--- src/rtl/uart_pkg.sv ---
// Shared types and baud helpers for the UART core and its FIFOs.
package uart_pkg;

  typedef enum logic [1:0] {
    PAR_NONE,
    PAR_EVEN,
    PAR_ODD
  } parity_e;

  typedef enum logic [2:0] {
    TX_IDLE,
    TX_START,
    TX_DATA,
    TX_PARITY,
    TX_STOP
  } tx_state_e;

  typedef enum logic [2:0] {
    RX_IDLE,
    RX_START,
    RX_DATA,
    RX_PARITY,
    RX_STOP,
    RX_WAIT_HIGH
  } rx_state_e;

  function automatic int baud_div(input int clk_freq, input int baudrate);
    return clk_freq / baudrate;
  endfunction

  function automatic int baud_cnt_w(input int div);
    return $clog2(div + 1);
  endfunction

endpackage

--- src/rtl/uart_fifo.sv ---
// Small synchronous FIFO with full/empty status; DEPTH must be a power of two.
module uart_fifo #(
  parameter int WIDTH = 8,
  parameter int DEPTH = 4
) (
  input  logic             clk_i,
  input  logic             rst_ni,
  input  logic [WIDTH-1:0] wr_data_i,
  input  logic             wr_valid_i,
  output logic             full_o,
  output logic [WIDTH-1:0] rd_data_o,
  output logic             empty_o,
  input  logic             rd_ready_i
);

  localparam int AW = (DEPTH > 1) ? $clog2(DEPTH) : 1;

  logic [WIDTH-1:0] mem [DEPTH];
  logic [AW-1:0]    wr_ptr;
  logic [AW-1:0]    rd_ptr;
  logic [AW:0]      count;
  logic             push;
  logic             pop;

  assign empty_o = (count == '0);
  assign full_o  = (count == (AW+1)'(DEPTH));
  assign pop     = rd_ready_i && !empty_o;
  // A pop frees the slot in the same cycle, so a full FIFO still accepts a push alongside it.
  assign push    = wr_valid_i && (!full_o || pop);

  always_ff @(posedge clk_i or negedge rst_ni) begin
    if (!rst_ni) begin
      wr_ptr <= '0;
      rd_ptr <= '0;
      count  <= '0;
    end else begin
      if (push) wr_ptr <= wr_ptr + AW'(1);
      if (pop)  rd_ptr <= rd_ptr + AW'(1);
      count <= count + (AW+1)'(push) - (AW+1)'(pop);
    end
  end

  always_ff @(posedge clk_i) begin
    if (push) mem[wr_ptr] <= wr_data_i;
  end

  assign rd_data_o = empty_o ? '0 : mem[rd_ptr];

endmodule

--- src/rtl/uart_core.sv ---
// Full-duplex UART: TX FIFO -> frame serialiser, synchronised RX deserialiser -> RX FIFO.
module uart_core
  import uart_pkg::*;
#(
  parameter int      CLK_FREQ   = 100000000,
  parameter int      BAUDRATE   = 115200,
  parameter int      DATA_BITS  = 8,
  parameter parity_e PARITY     = PAR_NONE,
  parameter int      STOP_BITS  = 1,
  parameter int      FIFO_DEPTH = 4
) (
  input  logic                 clk_i,
  input  logic                 rst_ni,
  input  logic                 rx_i,
  output logic                 tx_o,
  input  logic [DATA_BITS-1:0] tx_data_i,
  input  logic                 tx_valid_i,
  output logic                 tx_ready_o,
  output logic                 tx_busy_o,
  output logic [DATA_BITS-1:0] rx_data_o,
  output logic                 rx_parity_err_o,
  output logic                 rx_valid_o,
  input  logic                 rx_ready_i,
  output logic                 rx_frame_err_o,
  output logic                 rx_overrun_o
);

  localparam int               BAUD_DIV   = baud_div(CLK_FREQ, BAUDRATE);
  localparam int               CNT_W      = baud_cnt_w(BAUD_DIV);
  localparam logic [CNT_W-1:0] BIT_LAST   = CNT_W'(BAUD_DIV - 1);
  localparam logic [CNT_W-1:0] HALF_LAST  = CNT_W'(BAUD_DIV / 2 - 1);
  localparam logic [2:0]       DATA_LAST  = 3'(DATA_BITS - 1);
  localparam logic [2:0]       STOP_LAST  = 3'(STOP_BITS - 1);
  localparam logic             ODD_INV    = (PARITY == PAR_ODD);
  localparam bit               HAS_PARITY = (PARITY != PAR_NONE);

  function automatic logic parity_bit(input logic [DATA_BITS-1:0] d);
    return (^d) ^ ODD_INV;
  endfunction

  logic                 tx_full, tx_empty, tx_pop;
  logic [DATA_BITS-1:0] tx_fifo_data;
  tx_state_e            tx_state_q, tx_state_d;
  logic [CNT_W-1:0]     tx_baud_q, tx_baud_d;
  logic [2:0]           tx_bit_q, tx_bit_d;
  logic [DATA_BITS-1:0] tx_shift_q, tx_shift_d;
  logic                 tx_par_q, tx_par_d;
  logic                 tx_line_q, tx_line_d;
  logic                 tx_bit_end;

  logic                 rx_full, rx_empty, rx_push;
  logic [DATA_BITS:0]   rx_head;
  logic                 rx_sync_p0, rx_sync_p1;
  rx_state_e            rx_state_q, rx_state_d;
  logic [CNT_W-1:0]     rx_baud_q, rx_baud_d;
  logic [2:0]           rx_bit_q, rx_bit_d;
  logic [DATA_BITS-1:0] rx_shift_q, rx_shift_d;
  logic                 rx_perr_q, rx_perr_d;
  logic                 frame_err_q, frame_err_d;
  logic                 overrun_q, overrun_d;
  logic                 rx_bit_end;

  uart_fifo #(.WIDTH(DATA_BITS), .DEPTH(FIFO_DEPTH)) u_tx_fifo (
    .clk_i      (clk_i),
    .rst_ni     (rst_ni),
    .wr_data_i  (tx_data_i),
    .wr_valid_i (tx_valid_i && !tx_full),
    .full_o     (tx_full),
    .rd_data_o  (tx_fifo_data),
    .empty_o    (tx_empty),
    .rd_ready_i (tx_pop)
  );

  uart_fifo #(.WIDTH(DATA_BITS + 1), .DEPTH(FIFO_DEPTH)) u_rx_fifo (
    .clk_i      (clk_i),
    .rst_ni     (rst_ni),
    .wr_data_i  ({rx_perr_q, rx_shift_q}),
    .wr_valid_i (rx_push),
    .full_o     (rx_full),
    .rd_data_o  (rx_head),
    .empty_o    (rx_empty),
    .rd_ready_i (rx_ready_i)
  );

  assign tx_ready_o      = !tx_full;
  assign tx_busy_o       = (tx_state_q != TX_IDLE) || !tx_empty;
  assign tx_o            = tx_line_q;
  assign rx_valid_o      = !rx_empty;
  assign rx_data_o       = rx_head[DATA_BITS-1:0];
  assign rx_parity_err_o = rx_head[DATA_BITS];
  assign rx_frame_err_o  = frame_err_q;
  assign rx_overrun_o    = overrun_q;

  // ---- TX: the line level is registered together with the state that produces it
  assign tx_bit_end = (tx_baud_q == BIT_LAST);

  always_comb begin
    tx_state_d = tx_state_q;
    tx_baud_d  = tx_bit_end ? '0 : tx_baud_q + CNT_W'(1);
    tx_bit_d   = tx_bit_q;
    tx_shift_d = tx_shift_q;
    tx_par_d   = tx_par_q;
    tx_line_d  = tx_line_q;
    tx_pop     = 1'b0;
    unique case (tx_state_q)
      TX_IDLE: begin
        tx_baud_d = '0;
        tx_line_d = 1'b1;
        if (!tx_empty) begin
          tx_pop     = 1'b1;
          tx_line_d  = 1'b0;
          tx_state_d = TX_START;
        end
      end
      TX_START: if (tx_bit_end) begin
        tx_bit_d   = '0;
        tx_line_d  = tx_shift_q[0];
        tx_state_d = TX_DATA;
      end
      TX_DATA: if (tx_bit_end) begin
        tx_shift_d = tx_shift_q >> 1;
        if (tx_bit_q == DATA_LAST) begin
          tx_bit_d = '0;
          if (HAS_PARITY) begin
            tx_line_d  = tx_par_q;
            tx_state_d = TX_PARITY;
          end else begin
            tx_line_d  = 1'b1;
            tx_state_d = TX_STOP;
          end
        end else begin
          tx_bit_d  = tx_bit_q + 3'd1;
          tx_line_d = tx_shift_q[1];
        end
      end
      TX_PARITY: if (tx_bit_end) begin
        tx_bit_d   = '0;
        tx_line_d  = 1'b1;
        tx_state_d = TX_STOP;
      end
      TX_STOP: if (tx_bit_end) begin
        if (tx_bit_q == STOP_LAST) begin
          // Chain straight into the next start bit so queued bytes leave without a gap.
          if (!tx_empty) begin
            tx_pop     = 1'b1;
            tx_line_d  = 1'b0;
            tx_state_d = TX_START;
          end else begin
            tx_state_d = TX_IDLE;
          end
        end else begin
          tx_bit_d = tx_bit_q + 3'd1;
        end
      end
      default: tx_state_d = TX_IDLE;
    endcase
    if (tx_pop) begin
      tx_shift_d = tx_fifo_data;
      tx_par_d   = parity_bit(tx_fifo_data);
    end
  end

  always_ff @(posedge clk_i or negedge rst_ni) begin
    if (!rst_ni) begin
      tx_state_q <= TX_IDLE;
      tx_baud_q  <= '0;
      tx_bit_q   <= '0;
      tx_line_q  <= 1'b1;
    end else begin
      tx_state_q <= tx_state_d;
      tx_baud_q  <= tx_baud_d;
      tx_bit_q   <= tx_bit_d;
      tx_line_q  <= tx_line_d;
    end
  end

  always_ff @(posedge clk_i) begin
    tx_shift_q <= tx_shift_d;
    tx_par_q   <= tx_par_d;
  end

  // ---- RX: two-flop synchroniser, then centre-of-bit sampling
  always_ff @(posedge clk_i or negedge rst_ni) begin
    if (!rst_ni) begin
      rx_sync_p0 <= 1'b1;
      rx_sync_p1 <= 1'b1;
    end else begin
      rx_sync_p0 <= rx_i;
      rx_sync_p1 <= rx_sync_p0;
    end
  end

  assign rx_bit_end = (rx_baud_q == BIT_LAST);

  always_comb begin
    rx_state_d  = rx_state_q;
    rx_baud_d   = rx_bit_end ? '0 : rx_baud_q + CNT_W'(1);
    rx_bit_d    = rx_bit_q;
    rx_shift_d  = rx_shift_q;
    rx_perr_d   = rx_perr_q;
    rx_push     = 1'b0;
    frame_err_d = 1'b0;
    overrun_d   = 1'b0;
    unique case (rx_state_q)
      RX_IDLE: begin
        rx_baud_d = '0;
        if (!rx_sync_p1) begin
          rx_perr_d  = 1'b0;
          rx_state_d = RX_START;
        end
      end
      RX_START: if (rx_baud_q == HALF_LAST) begin
        rx_baud_d  = '0;
        rx_bit_d   = '0;
        rx_state_d = rx_sync_p1 ? RX_IDLE : RX_DATA;
      end
      RX_DATA: if (rx_bit_end) begin
        rx_shift_d = {rx_sync_p1, rx_shift_q[DATA_BITS-1:1]};
        if (rx_bit_q == DATA_LAST) rx_state_d = HAS_PARITY ? RX_PARITY : RX_STOP;
        else                       rx_bit_d   = rx_bit_q + 3'd1;
      end
      RX_PARITY: if (rx_bit_end) begin
        rx_perr_d  = (rx_sync_p1 != parity_bit(rx_shift_q));
        rx_state_d = RX_STOP;
      end
      RX_STOP: if (rx_bit_end) begin
        if (rx_sync_p1) begin
          rx_push    = 1'b1;
          overrun_d  = rx_full && !rx_ready_i;
          rx_state_d = RX_IDLE;
        end else begin
          frame_err_d = 1'b1;
          rx_state_d  = RX_WAIT_HIGH;
        end
      end
      RX_WAIT_HIGH: begin
        rx_baud_d = '0;
        if (rx_sync_p1) rx_state_d = RX_IDLE;
      end
      default: rx_state_d = RX_IDLE;
    endcase
  end

  always_ff @(posedge clk_i or negedge rst_ni) begin
    if (!rst_ni) begin
      rx_state_q  <= RX_IDLE;
      rx_baud_q   <= '0;
      rx_bit_q    <= '0;
      frame_err_q <= 1'b0;
      overrun_q   <= 1'b0;
    end else begin
      rx_state_q  <= rx_state_d;
      rx_baud_q   <= rx_baud_d;
      rx_bit_q    <= rx_bit_d;
      frame_err_q <= frame_err_d;
      overrun_q   <= overrun_d;
    end
  end

  always_ff @(posedge clk_i) begin
    rx_shift_q <= rx_shift_d;
    rx_perr_q  <= rx_perr_d;
  end

endmodule

--- config.mk ---
export PLATFORM = sky130hd
export DESIGN_NAME = uart_core
export DESIGN_NICKNAME = d
export VERILOG_FILES = /design/src/rtl/uart_pkg.sv /design/src/rtl/uart_fifo.sv /design/src/rtl/uart_core.sv
export SDC_FILE = /design/constraint.sdc
export NUM_CORES = 1
export LEC_CHECK = 0
export BUFFER_PORTS_ARGS = -buffer_cell sky130_fd_sc_hd__buf_2
export CORE_MARGIN = 2
export CORE_UTILIZATION = 63
export CTS_BUF_LIST = sky130_fd_sc_hd__clkbuf_8
export DETAILED_ROUTE_END_ITERATION = 7
export PLACE_DENSITY = 0.8
export SYNTH_ARGS = -nofsm -noshare
export SYNTH_HDL_FRONTEND = slang
export SYNTH_SLANG_ARGS = --single-unit
export TNS_END_PERCENT = 50
--- constraint.sdc ---
create_clock -name clk_i -period 3.95 [get_ports clk_i]
set_clock_uncertainty 0.1 [all_clocks]
set_input_delay 0.79 -clock clk_i [delete_from_list [all_inputs] [get_ports clk_i]]
set_output_delay 0.79 -clock clk_i [all_outputs]
set_load 0.05 [all_outputs]
==> flow_metrics.tcl, run 1 <==
set metrics [dict create \
    postCtsHoldBufs 0 \
    coreArea_um2 9240 \
    clk_path_buf_depth 2 \
    wl_per_cell_um 16.75 \
    dp.cells 567 \
    die_x_um 101.7 \
    tritoncts "done" \
    die_height_um 101.7 \
    io_pins 28 \
    rows 35 \
    cp_data_required_time_ns 4.20 \
    hold_violations 0 \
    ys.flop_type "edfxtp_1" \
    final_common_cell "edfxtp_1" \
    worstSkewPairLatency_ns 0.43 \
    r2r_setup_slack_ns 0.74 \
    async_reset_ff_share_pct 37.50 \
    period_share_pct 81.24 \
    clk_pin_slew_ns 0.08 \
    clock_sinks 136 \
    seq_area_frac_synth_pct 63.68 \
    reg2regPathDepth 11 \
    die_area_um2 10350 \
    antenna_left 0 \
    routed_wl_um 10040 \
    path_max_fanout 13 \
    layout.nets 491 \
    ys_types 58 \
    status "finished clean" \
    ctsHtreeMaxLevel 4 \
    start_util_pct 65.13 \
    tightestPinTransition_ns 0.8272 \
    maxCapViolCount 0 \
    dp_hpwl_um 6491 \
    period_needed_ns 3.209 \
    clockRootBuffer "clkbuf_8" \
    ys_ff_latch 136 \
    drt_pass1_iterations 4 \
    cts_made_buffers 17 \
    path_class "flop to flop" \
    avgSynthCellArea_um2 14.26 \
    postSynthCellCount 422 \
    setup_viol 0 \
    min_to "rx_sync_p1" \
    power.leakage_nw 2.549 \
    vias 3355 \
    hp-start "rx_sync_p0" \
    synthesis.nets 456 \
    arrival_ns 3.46 \
    reg2reg_to "u_tx_fifo.count[2]" \
    port_buffers 27 \
    syn_area_um2 6018 \
    grt_max_degree 36 \
    finalPower_mw 4.060 \
    synth_edf_count 85 \
    finalNonFillerCells 599 \
    initialDrtViolationCount 240 \
    slew_violations 0 \
    gr-total-overflow 0 \
    ir_worst_vdd_uv 375.1 \
    fmax_ghz 0.3116 \
    holdPathStages 0 \
    grt_pass1_wl_um 16750 \
    vias_per_cell 5.601 \
    p_per_area_nw_per_um2 608.3 \
    drive_gt1_share_pct 21.70 \
    n_antenna_cell 0 \
    holdCritPathClass "flop to flop" \
    gp_congestion 0.8346 \
    cts_setup_buffers 0 \
    cts_resized 0 \
    rsz0062_at_grt "false" \
    tns_ns 0 \
    ys_warn_count 0 \
    r2r-start "tx_baud_q[0]" \
    layout_common_cells "85 x edfxtp_1, 48 x dfrtp_1, 37 x nor2_1, 27 x buf_2, 26 x inv_1" \
    fill_cells 621 \
    area_growth_pct 10.89 \
    start_kind "flop" \
    slew_headroom_pct 44.85 \
    crit_path_end_kind "flop" \
    drc_errors 0 \
    grt_pass1_vias 3408 \
    grt_antenna_before_repair 0 \
    track_usage_pct 21.83 \
    final_util_pct 72.23 \
]
-- worst max-delay path by stage --
| stage | cells past startpoint | to | slack (ns) | start |
|---|---|---|---|---|
| 2_1_floorplan | 4 | tx_shift_q[0] | 1.01 | tx_baud_q[0] |
| 3_3_place_gp | 11 | u_tx_fifo.count[2] | 0.95 | tx_baud_q[0] |
| 3_5_place_dp | 11 | u_tx_fifo.count[2] | 0.82 | tx_baud_q[0] |
| 4_1_cts | 11 | u_tx_fifo.count[2] | 0.72 | tx_baud_q[0] |
| 5_1_grt | 11 | u_tx_fifo.count[2] | 0.48 | tx_baud_q[0] |
| 6_report | 11 | u_tx_fifo.count[2] | 0.74 | tx_baud_q[0] |
-- sequential cells by signal, summed over array words and instances, names as in the netlist --
signal,flops
u_tx_fifo.rd_ptr,2
u_rx_fifo.mem,36
tx_baud_q,10
rx_bit_q,3
u_rx_fifo.wr_ptr,2
rx_overrun_o,1
u_rx_fifo.count,3
rx_frame_err_o,1
u_tx_fifo.count,3
tx_o,1
rx_sync_p1,1
u_rx_fifo.rd_ptr,2
tx_bit_q,3
u_tx_fifo.wr_ptr,2
tx_shift_q,8
rx_state_q,3
u_tx_fifo.mem,32
rx_perr_q,1
tx_state_q,3
rx_sync_p0,1
rx_shift_q,8
rx_baud_q,10
-- power by group --
part           switching, mW  total (mW)  internal, mW
registers              0.213        1.92          1.70
clock network          0.541        1.17         0.627
logic                  0.555       0.974         0.419
-- worst max-delay path, cell delays in order (launching register included) --
cell	delay (ns)
dfrtp_1	0.41
ha_1	0.24
or3b_2	0.50
nor4_4	0.31
o21ai_2	0.27
nor2_1	0.26
a21o_1	0.12
ha_1	0.14
inv_1	0.05
fa_1	0.39
xnor2_1	0.20
xnor2_1	0.14
-- logic make-up (layout without fill, tap and decap cells) --
kind of cell | count (synthesis) | count (layout) | synth area share [%]
multiplexers | 27 | 27 | 8.191
AND/OR/NAND/NOR | 129 | 129 | 11.81
flip-flops | 136 | 136 | 63.68
AO/OA/AOI/OAI | 37 | 37 | 4.096
adder cells (fa/ha/maj) | 21 | 21 | 4.615
buffers and inverters | 38 | 86 | 2.661
XOR/XNOR | 34 | 34 | 4.948
-- cells in the mapped netlist (2+ instances only) --
| master | count | area [µm²] |
|---|---|---|
| a21boi_0 | 2 | 15.01 |
| and2_2 | 4 | 30.03 |
| buf_6 | 2 | 22.52 |
| and3_1 | 6 | 37.54 |
| nor2_1 | 37 | 138.9 |
| mux4_2 | 17 | 382.9 |
| nor3b_1 | 3 | 22.52 |
| or2_2 | 2 | 12.51 |
| mux2_2 | 8 | 90.09 |
| a21o_1 | 2 | 15.01 |
| mux2i_1 | 2 | 20.02 |
| clkbuf_1 | 8 | 30.03 |
| a31oi_1 | 2 | 12.51 |
| nand2_1 | 16 | 60.06 |
| fa_1 | 2 | 40.04 |
| or4_1 | 3 | 22.52 |
| xor2_1 | 11 | 96.34 |
| dfstp_2 | 3 | 78.83 |
| nand4_1 | 3 | 18.77 |
| inv_1 | 25 | 93.84 |
| xnor2_1 | 23 | 201.4 |
| o41ai_1 | 2 | 17.52 |
| nand3_1 | 15 | 75.07 |
| a21oi_1 | 3 | 15.01 |
| nor3_1 | 9 | 45.04 |
| nor2b_1 | 2 | 12.51 |
| or3_1 | 3 | 18.77 |
| nand2b_1 | 4 | 25.02 |
| dfrtp_1 | 48 | 1201 |
| buf_2 | 2 | 10.01 |
| and2_1 | 10 | 62.56 |
| ha_1 | 19 | 237.7 |
| edfxtp_1 | 85 | 2552 |
| o21ai_0 | 15 | 75.07 |
-- per-stage QoR --
step | worst slack [ns] | hold WS [ns] | instance area, µm²
2_1_floorplan | 1.012 | 0.2452 | 6018
3_3_place_gp | 0.9465 | 0.2486 | 6264
3_5_place_dp | 0.8237 | 0.2503 | 6264
4_1_cts | 0.7219 | 0.2613 | 6674
5_1_grt | 0.4846 | 0.2664 | 6674
6_report | 0.7410 | 0.2603 | 6674
-- layout make-up --
cell class / instances / area [µm²] / share of cell area (%)
inverters: 25 / 93.84 / 1.406
multi-input cells: 248 / 2026 / 30.35
flip-flops and latches: 136 / 3832 / 57.42
clock inverters: 15 / 176.4 / 2.643
repair buffers: 29 / 150.1 / 2.250
clock buffers: 17 / 234.0 / 3.506
well taps: 129 / 161.4 / 2.418
-- routing by layer --
layer / routed length, µm / GRT usage (%) / up-vias
li1: - / - / 1604
met1: 4362 / 27.65 / 1683
met2: 5268 / 36.94 / 64
met3: 342 / 5.245 / 4
met4: 63 / 8.004 / 0
met5: 0 / 0 / -
Power figures use the tool's default switching activity.
==> run 2: changes to the inputs <==
clock period = 3.1 ns   (was 3.95 ns; I/O delays follow)
==> run 2 against run 1 <==
Against the previous run:
- register-to-register slack got worse by 0.44 ns
- die area stayed put
- sequential cell count unchanged
- cell area increased by 0.67%
- clock power grew 26%
- combinational power is 29% higher
- via count decreased by 0.36%
- critical path type is now flop to output port
- first-iteration DRC count up 38%
- hold slack got worse by 0.22 ns
- setup slack worse by 0.49 ns
- sequential power increased by 27%
- largest cell class unchanged
- routed wire length is 3.2% lower
==> flow_metrics.tcl, run 2 (synthesized netlist as in run 1, its figures left out) <==
set metrics [dict create \
    status "finished clean" \
    power.leakage_nw 2.589 \
    whs_ns 0.04371 \
    track_usage_pct 21.06 \
    pwr-share-comb_pct 24.3 \
    crit_path_cell_trace "mux4_2, and2_1, buf_2" \
    maxCapViolCount 0 \
    p_per_area_nw_per_um2 769.5 \
    n_antenna_cell 0 \
    grt_pass1_vias 3322 \
    finalPower_mw 5.170 \
    slew_violations 0 \
    largestRegisters "u_rx_fifo.mem (36), u_tx_fifo.mem (32)" \
    gr-total-overflow 0 \
    area_growth_pct 11.64 \
    slew_headroom_pct 53.94 \
    coreArea_um2 9240 \
    crit_slowest_cell "dfrtp_1" \
    dpl_cell_area_um2 6309 \
    tightestPinTransition_ns 0.6867 \
    postCtsHoldBufs 0 \
    r2r_setup_slack_ns 0.30 \
    p_sw_share_pct 31.98 \
    cp_num_buf_inv 1 \
    drc_errors 0 \
    r2r-start "tx_baud_q[0]" \
    start_kind "flop" \
    grt_antenna_before_repair 0 \
    fill_cells 574 \
    layout_common_cells "85 x edfxtp_1, 48 x dfrtp_1, 37 x nor2_1, 27 x buf_2, 26 x inv_1" \
    arrival_ns 2.13 \
    clk_pin_slew_ns 0.08 \
    clk_path_buf_depth 2 \
    clock_sinks 136 \
    finalWorstSetupSlack_ns 0.2528 \
    final_util_pct 72.72 \
    cp_data_required_time_ns 2.38 \
    reg2reg_to "u_tx_fifo.count[2]" \
    wl_per_cell_um 16.06 \
    finalNonFillerCells 605 \
    crit_path_end_kind "output port" \
    final_area_um2 6719 \
    vias_per_cell 5.526 \
    cts_resized 0 \
    hold_violations 0 \
    drive_gt1_share_pct 22.90 \
    clockRootBuffer "clkbuf_8" \
    initialDrtViolationCount 332 \
    reg2regPathDepth 11 \
    rows 35 \
    worstSkewPairLatency_ns 0.42 \
    critPathCapture "rx_data_o[6]" \
    setup_viol 0 \
    dp.cells 573 \
    gp_congestion 0.8350 \
    port_buffers 27 \
    cts_setup_buffers 0 \
    p_clk_share_pct 28.6 \
    slowest_delay_ns 0.74 \
    tns_ns 0 \
    cp.depth 3 \
    cellInternalPower_mw 3.517 \
    die_height_um 101.7 \
    vias 3343 \
    layout.nets 497 \
    routed_wl_um 9716 \
    dp_hpwl_um 6593 \
    cts_made_buffers 17 \
    antenna_left 0 \
    io_pins 28 \
    start_util_pct 65.13 \
    dp_slack_ns 0.2879 \
    die_area_um2 10350 \
    crit_family "flip-flops" \
    path_max_fanout 10 \
    period_needed_ns 2.847 \
    final_common_cell "edfxtp_1" \
    grt_pass1_wl_um 16250 \
    drt_pass1_iterations 4 \
    cp-startpoint "u_rx_fifo.rd_ptr[0]" \
    grt_max_degree 21 \
    pwr-share-seq_pct 47.0 \
    ctsHtreeMaxLevel 4 \
    period_share_pct 91.85 \
    rsz0062_at_grt "false" \
    regMostFlops "u_rx_fifo.mem" \
    holdCritPathClass "input pin to async pin" \
    ir_worst_vdd_uv 609.5 \
    tritoncts "done" \
    largest_reg_flops 36 \
    fmax_ghz 0.3512 \
    p_switching_mw 1.653 \
    die_x_um 101.7 \
    path_class "flop to output port" \
]
==> run 2: metal layers <==
| layer | track usage (%) | part of all wire [%] | vias to the layer above |
|---|---|---|---|
| li1 | - | - | 1618 |
| met1 | 28.19 | 46 | 1657 |
| met2 | 33.96 | 50 | 61 |
| met3 | 5.038 | 2.8 | 7 |
| met4 | 7.900 | 0.83 | 0 |
| met5 | 0 | 0 | - |
==> run 2: power by group through the flow <==
| stage | combinational (mW) | sequential [mW] | clock [mW] |
|---|---|---|---|
| 4_1_cts | 1.27 | 2.44 | 1.52 |
| 3_5_place_dp | 1.27 | 2.47 | 0 |
| 5_1_grt | 1.37 | 2.47 | 1.58 |
| 6_report | 1.26 | 2.43 | 1.48 |
| 2_1_floorplan | 1.09 | 2.33 | 0 |
| 3_3_place_gp | 1.22 | 2.45 | 0 |
==> run 2: cell type report <==
cell class	instances	area, µm²	share of cell area, %
sequential	136	3832	57.04
tap	129	161.4	2.402
inverter	25	93.84	1.397
clock buffer	17	234.0	3.482
multi-input combinational	248	2026	30.15
clock inverter	15	176.4	2.626
timing repair buffer	35	195.2	2.905
==> run 2: how the worst min path moves through the flow <==
stage,end,cells after the start,from,slack [ns]
floorplan,rx_baud_q[0],0,rst_ni,0.22
global placement,rx_sync_p1,0,rx_sync_p0,0.25
detailed placement,rx_sync_p1,0,rx_sync_p0,0.25
CTS,u_tx_fifo.rd_ptr[1],1,rst_ni,0.03
global route,u_tx_fifo.rd_ptr[1],1,rst_ni,0.05
finish,u_tx_fifo.wr_ptr[0],1,rst_ni,0.04
==> run 3: changes to the inputs <==
CORE_ASPECT_RATIO = 0.8   (was unset)
CORE_UTILIZATION = 31   (was 63)
PLACE_DENSITY = 0.45   (was 0.8)
==> run 3 against run 2 <==
Against the previous run:
- sequential cell count unchanged
- critical endpoint is now u_tx_fifo.count[2]
- cell count up 21%
- routed wire length up 9.6%
- clock-buffer cell count unchanged
==> flow_metrics.tcl, run 3 (synthesized netlist as in run 1, its figures left out) <==
set metrics [dict create \
    routed_wl_um 10650 \
    finalPower_mw 5.245 \
    dp_hpwl_um 7047 \
    period_share_pct 90.01 \
    period_needed_ns 2.790 \
    tightestPinTransition_ns 0.7130 \
    clock_sinks 136 \
    grt_pass1_vias 3447 \
    die_height_um 128.6 \
    initialDrtViolationCount 214 \
    area_growth_pct 14.47 \
    start_util_pct 31.62 \
    postCtsHoldBufs 0 \
    path_max_fanout 4 \
    coreArea_um2 19030 \
    holdCritPathClass "input pin to async pin" \
    start_kind "flop" \
    cts_made_buffers 17 \
    tns_ns 0 \
    status "finished clean" \
    p_per_area_nw_per_um2 761.3 \
    clk_pin_slew_ns 0.08 \
    setup_viol 0 \
    regMostFlops "u_rx_fifo.mem" \
    drt_pass1_iterations 4 \
    hold_violations 0 \
    grt_max_degree 30 \
    cp_data_required_time_ns 3.36 \
    antenna_left 0 \
    n_antenna_cell 0 \
    maxCapViolCount 0 \
    fmax_ghz 0.3584 \
    grt_antenna_before_repair 0 \
    largest_reg_flops 36 \
    power.leakage_nw 2.585 \
    drc_errors 0 \
    tritoncts "done" \
    dpl_cell_area_um2 6470 \
    largestRegisters "u_rx_fifo.mem (36), u_tx_fifo.mem (32)" \
    slowest_delay_ns 0.50 \
    layout_common_cells "85 x edfxtp_1, 48 x dfrtp_1, 37 x nor2_1, 27 x buf_2, 25 x inv_1" \
    slew_violations 0 \
    gr-total-overflow 0 \
    worstSkewPairLatency_ns 0.43 \
    slew_headroom_pct 52.46 \
    cts_resized 0 \
    regArea_um2 3832 \
    layout.nets 497 \
    port_buffers 27 \
    gp_congestion 0.7385 \
    final_util_pct 36.20 \
    io_pins 28 \
    rsz0062_at_grt "false" \
    crit_path_cell_trace "ha_1, or3b_2, nor4_4, o21ai_2, nor2_1, a21o_1, ha_1, inv_1, fa_1, xnor2_1, xnor2_1" \
    clk_path_buf_depth 2 \
    fill_cells 1904 \
    arrival_ns 3.05 \
    crit_path_end_kind "flop" \
    final_common_cell "edfxtp_1" \
    cts_setup_buffers 0 \
    clockRootBuffer "clkbuf_8" \
    rows 45 \
    grt_pass1_wl_um 18110 \
    path_class "flop to flop" \
    final_area_um2 6889 \
    die_area_um2 20550 \
    track_usage_pct 11.40 \
    ctsHtreeMaxLevel 4 \
    multi_input_area_um2 2026 \
    drive_gt1_share_pct 22.90 \
    ir_worst_vdd_uv 470.8 \
    crit_slowest_cell "or3b_2" \
    wl_per_cell_um 14.51 \
    die_x_um 159.8 \
    vias_per_cell 4.529 \
    vias 3324 \
]
run 3: cell count changes in the layout (fill, tap and decap cells not counted):
cell        before  now
inv_6            3    6
clkinv_4         3    0
inv_1           26   25
clkinv_2         3    1
inv_8            0    1
clkinvlp_4       2    3
clkinv_1         0    1
run 3: layer usage:
metal | vias up | GRT usage, % | wire length, µm
li1 | 1616 | - | -
met1 | 1659 | 15.85 | 5635
met2 | 43 | 16.81 | 4614
met3 | 6 | 3.353 | 327
met4 | 0 | 4.610 | 74
met5 | - | 0 | 0
run 3: report_power, final:
group / internal (mW) / total (mW) / switching (mW)
Sequential: 2.17 / 2.40 / 0.231
Combinational: 0.543 / 1.29 / 0.743
Clock: 0.812 / 1.56 / 0.745
Total: 3.53 / 5.24 / 1.72
run 3: metrics by stage:
stage | hold slack [ns] | instances | worst slack [ns]
floorplan | 0.2244 | 422 | 0.1618
global placement | 0.2563 | 702 | 0.3790
detailed placement | 0.2607 | 702 | 0.3145
CTS | 0.1282 | 734 | 0.2820
global route | 0.1379 | 734 | 0.06634
finish | 0.1220 | 734 | 0.3096
run 3: path summary, 6_finish.rpt:
path	from	endpoint	slack [ns]	depth (start not counted)
worst max register to register	tx_baud_q[0]	u_tx_fifo.count[2]	0.31	11
min in group clk_i	rx_i	rx_sync_p0	0.19	1
worst min-delay path	rst_ni	tx_baud_q[9]	0.12	1
worst max-delay path	tx_baud_q[0]	u_tx_fifo.count[2]	0.31	11
max in group asynchronous	rst_ni	rx_sync_p1	2.04	2
worst min register to register	rx_sync_p0	rx_sync_p1	0.28	0
run 3: cell type report:
class	instances	share of cell area, %
clock buffers	17	3.396
clock inverters	15	2.688
inverters	25	1.362
multi-input cells	248	29.40
flip-flops and latches	136	55.63
well taps	258	4.686
repair buffers	35	2.833
run 3: worst max-delay path: cells and delay by family, from the launching register on:
kind,cells,cell delay (ns)
and+or+nand+nor,3,0.91
adders and majority gates,3,0.73
DFF,1,0.40
xor gates and xnor gates,2,0.32
AOI/OAI and AO/OA,2,0.21
buffers and inverters,1,0.05
